<file path="config.mk">
export PLATFORM = sky130hd
export DESIGN_NAME = pu_riscv_htif_csr
export DESIGN_NICKNAME = d
export VERILOG_FILES = /design/src/rtl/pu_riscv_htif_pkg.sv /design/src/rtl/pu_riscv_htif_csr.sv
export SDC_FILE = /design/constraint.sdc
export NUM_CORES = 1
export LEC_CHECK = 0
export CORE_MARGIN = 3
export CORE_UTILIZATION = 43
export DETAILED_ROUTE_END_ITERATION = 10
export PLACE_DENSITY = 0.77
export REMOVE_ABC_BUFFERS = 1
export SYNTH_ARGS = -nofsm -noshare
export SYNTH_HDL_FRONTEND = slang
export SYNTH_SLANG_ARGS = --single-unit
</file>
<file path="constraint.sdc">
create_clock -name clk -period 2.95 [get_ports clk]
set_clock_uncertainty 0.2 [all_clocks]
set_input_delay 0.7375 -clock clk [delete_from_list [all_inputs] [get_ports clk]]
set_output_delay 0.7375 -clock clk [all_outputs]
set_load 0.1 [all_outputs]
</file>
<file path="src/rtl/pu_riscv_htif_pkg.sv">
// Shared HTIF definitions: host handshake FSM states and default CSR addresses.
// Both the core-side responder and the host simulation model use them.
package pu_riscv_htif_pkg;

  typedef enum logic [1:0] {
    IDLE    = 2'd0,
    EXEC    = 2'd1,
    ACK     = 2'd2,
    RELEASE = 2'd3
  } htif_state_t;

  localparam logic [11:0] DEFAULT_TOHOST_ADDR   = 12'h780;
  localparam logic [11:0] DEFAULT_FROMHOST_ADDR = 12'h781;

endpackage

</file>
<file path="src/rtl/pu_riscv_htif_csr.sv">
// HTIF core-side responder: owns tohost/fromhost, serves single-cycle CPU CSR
// accesses and the host req/ack handshake.
module pu_riscv_htif_csr
  import pu_riscv_htif_pkg::*;
#(
  parameter int          XLEN          = 32,
  parameter logic [11:0] TOHOST_ADDR   = DEFAULT_TOHOST_ADDR,
  parameter logic [11:0] FROMHOST_ADDR = DEFAULT_FROMHOST_ADDR
) (
  input  logic            clk,
  input  logic            rstn,
  input  logic            host_csr_req,
  output logic            host_csr_ack,
  input  logic            host_csr_we,
  output logic [XLEN-1:0] host_csr_tohost,
  input  logic [XLEN-1:0] host_csr_fromhost,
  input  logic            csr_req,
  input  logic            csr_we,
  input  logic [11:0]     csr_addr,
  input  logic [XLEN-1:0] csr_wdata,
  output logic [XLEN-1:0] csr_rdata,
  output logic            csr_hit,
  output logic            fromhost_irq
);

  htif_state_t     state, state_nxt;
  logic            we_q;
  logic [XLEN-1:0] data_q;
  logic [XLEN-1:0] tohost_q, tohost_nxt;
  logic [XLEN-1:0] fromhost_q, fromhost_nxt;
  logic            ack_q;
  logic            irq_q;
  logic            hit_to, hit_from, cpu_wr, exec_rd, exec_wr;

  assign hit_to   = (csr_addr == TOHOST_ADDR);
  assign hit_from = (csr_addr == FROMHOST_ADDR);
  assign csr_hit  = csr_req && (hit_to || hit_from);
  assign cpu_wr   = csr_req && csr_we;
  assign exec_rd  = (state == EXEC) && !we_q;
  assign exec_wr  = (state == EXEC) && we_q;

  assign csr_rdata       = hit_to ? tohost_q : (hit_from ? fromhost_q : '0);
  assign host_csr_tohost = tohost_q;
  assign host_csr_ack    = ack_q;
  assign fromhost_irq    = irq_q;

  always_comb begin
    state_nxt = state;
    case (state)
      IDLE:    if (host_csr_req) state_nxt = EXEC;
      EXEC:    state_nxt = ACK;
      ACK:     state_nxt = RELEASE;
      RELEASE: if (!host_csr_req) state_nxt = IDLE;
      default: state_nxt = IDLE;
    endcase
  end

  // On a same-cycle collision the CPU keeps a freshly posted tohost message,
  // while the host's fromhost write overrides the CPU's.
  always_comb begin
    tohost_nxt   = tohost_q;
    fromhost_nxt = fromhost_q;
    if (exec_rd) tohost_nxt = '0;
    if (exec_wr) fromhost_nxt = data_q;
    if (cpu_wr && hit_to) tohost_nxt = csr_wdata;
    if (cpu_wr && hit_from && !exec_wr) fromhost_nxt = csr_wdata;
  end

  always_ff @(posedge clk or negedge rstn) begin
    if (!rstn) begin
      state      <= IDLE;
      we_q       <= 1'b0;
      data_q     <= '0;
      tohost_q   <= '0;
      fromhost_q <= '0;
      ack_q      <= 1'b0;
      irq_q      <= 1'b0;
    end else begin
      state <= state_nxt;
      if (state == IDLE && host_csr_req) begin
        we_q   <= host_csr_we;
        data_q <= host_csr_fromhost;
      end
      tohost_q   <= tohost_nxt;
      fromhost_q <= fromhost_nxt;
      ack_q      <= (state == EXEC);
      irq_q      <= (fromhost_nxt != '0);
    end
  end

endmodule

</file>
==> flow_summary.ini <==
[pwr]
power_density_nw_per_um2 = 675.4
ir_drop_v = 0.0003091
p_total_uw = 5141
leakagePower_uw = 0.003279

[detailed_routing]
highest_layer = met4
drt_iter0_drc = 236
wl_met1_um = 6705
vias_per_cell = 5.675
wl_per_cell_um = 20.37
vias = 4455
wl_um = 15990
antenna_left = 0
firstDrtPassIters = 5
drc_errors = 0
wl_met3_um = 1120
dr_wl_met2_um = 8101

[synthesis]
muxShareOfSynthArea_pct = 20.56
synthTopCellsByArea = dfrtp_1, mux2i_1, mux2_2
yosys.area_share.adder_pct = 1.258
ys.warnings.count = 0
synth_xor_area_share_pct = 0
syn_avg_cell_area_um2 = 10.17
synth_compound_area_share_pct = 7.199
synth_seq_cells = 101
syn_inst = 489
ys_types = 26
syn_area_um2 = 4971
synth_top_family_by_area = multiplexers
netlist.top_cell.by_area = dfrtp_1
synth_top_area_share_pct = 50.84
ys_seq_area_share_pct = 50.84
yosys.area_share.simple_pct = 16.59

[status]
violations = negative setup slack
outcome = complete, but fails checks

[timing]
drv_slew = 0
hold_viol_final = 0
max_freq_ghz = 0.3031
rsz0062_at_grt = true
period_minus_slack_ns = 3.299
setup_ws_ns = -0.3492
max_slew.worst_pin.slew_ns = 0.8233
fin_crit_sh_pct = 111.8
finalSetupViolCount = 48
slew_headroom_pct = 45.12

[cells_and_area]
final_cell_mix = dfrtp_1, nand2_1, clkdlybuf4s50_1, mux2i_1, buf_4
ff_latch_area_um2 = 2527
layout_commonest_cell = dfrtp_1
fin_util_pct = 68.71
drive_above_1_share_pct = 29.46
final_area_um2 = 7612
multiInputGateArea_um2 = 2566
fin_cells = 785
syn2layout_area_growth_pct = 53.13
nFillCells = 825
num_antenna_cells = 0
nets = 728

[clock_network]
clkSinkCount = 101
cts-hold-fix-buffers = 0
numCtsBuffers = 9
cts-root-buf = clkbuf_16
cts_tree = yes
cts-htree-levels = 3
clk_pin_slew_worst_paths_ns = 0.07
cts_buffer_depth = 2
clock_latency_ns = 0.33

[placed_design]
dp_hpwl_um = 11190
postPlaceCellArea_um2 = 6930
dp_cells = 764
finalWeightedCongestion = 0.8770
dpl_worst_slack_ns = -0.8655
io_buffers = 148

[global_routing]
grt_pass1_vias = 4737
antenna_found_initial = 0
grtUsageTotal_pct = 24.89
grt_pass1_wl_um = 25380
grt_max_degree = 54
grt_overflow = 0

[run]
cap_violations = 0

[floorplan]
core_area_um2 = 11080
dieWidth_um = 113.5
die_area_um2 = 12890
initial_core_util_pct = 44.87
die_height_um = 113.5
io_pins = 149
rows = 38

[setup_path]
crit_fanout = 10
cp.required_ns = 2.01
crit_type = in2out
rrSetupSlack_ns = 0.64
critPathArrivalTime_ns = 2.36
cp-end-kind = output port
worstSetupStartpointType = input port

[min_path]
worst_hold_path_type = in2async
## flip-flops by register name (all words and copies together), names as in the netlist
register	count
data_q	32
fromhost_q	32
fromhost_irq	1
state	2
host_csr_ack	1
host_csr_tohost	32
we_q	1
## stage by stage
stage	TNS (ns)	hold WS (ns)
2_1_floorplan	-123.16	0.2419
3_3_place_gp	-65.65	0.3164
3_5_place_dp	-72.30	0.3200
4_1_cts	-10.71	0.1512
5_1_grt	-12.32	0.1673
6_report	-10.43	0.1466
## cell type report
type	count	share of cell area, %
Timing Repair Buffer	176	26.71
Clock buffer	10	3.139
Clock inverter	5	0.7890
Sequential cell	101	33.20
Tap cell	140	2.301
Inverter	3	0.1479
Multi-Input combinational cell	350	33.71
## report_power, final
part | leakage (µW) | switching, µW | internal [µW]
combinational | 0.00188 | 847 | 786
clock | 0.000145 | 513 | 680
sequential | 0.00125 | 432 | 1880
## kinds of logic (layout without fill, tap and decap cells)
group / Yosys count / after routing
and+or+nand+nor: 177 / 177
DFF: 101 / 101
muxes: 98 / 98
AOI/OAI and AO/OA: 70 / 70
buffers and inverters: 38 / 194
adders and majority gates: 5 / 5
## Yosys cell counts (all sizes together)
cell and n:
nand4 6, nor3 33, nand4bb 1, a21oi 33, buf 7, mux2 33
mux2i 65, clkbuf 28, a211oi 1, nand3b 2, nand2b 1, nand4b 1
or4 3, nand3 1, nor4 23, ha 5, nand2 69, dfrtp 101
nor4bb 1, o21ai 35, inv 3, nor2 34, a222oi 1, or3 2
## worst paths after layout
kind | start | endpoint | cells after the start
worst max-delay path | csr_addr[3] | csr_rdata[24] | 6
worst min-delay path | rstn | data_q[26] | 1
min in group clk | data_q[1] | data_q[1] | 1
worst max register to register | state[1] | fromhost_irq | 6
worst min register to register | data_q[1] | data_q[1] | 1
max in group asynchronous | rstn | fromhost_q[20] | 2
## metal layers
layer / GRT usage, % / vias up
met5: 0 / -
li1: - / 2041
met4: 4.247 / 0
met2: 42.56 / 166
met1: 33.76 / 2242
met3: 4.456 / 6
## critical path, cell delays in order
cell	delay (ns)
buf_6	0.09
or4_4	0.53
or3_4	0.39
bufbuf_16	0.31
nor2_4	0.12
buf_12	0.18
## what timing repair did
item                                   CTS  global route
cloned                                   3             0
setup endpoints to repair               98            67
endpoints found under the hold margin    0             0
pin swaps                                5             7
setup buffers                            1             3
resized for setup                       81            15
Note: power is estimated with default switching activity, not from simulation.
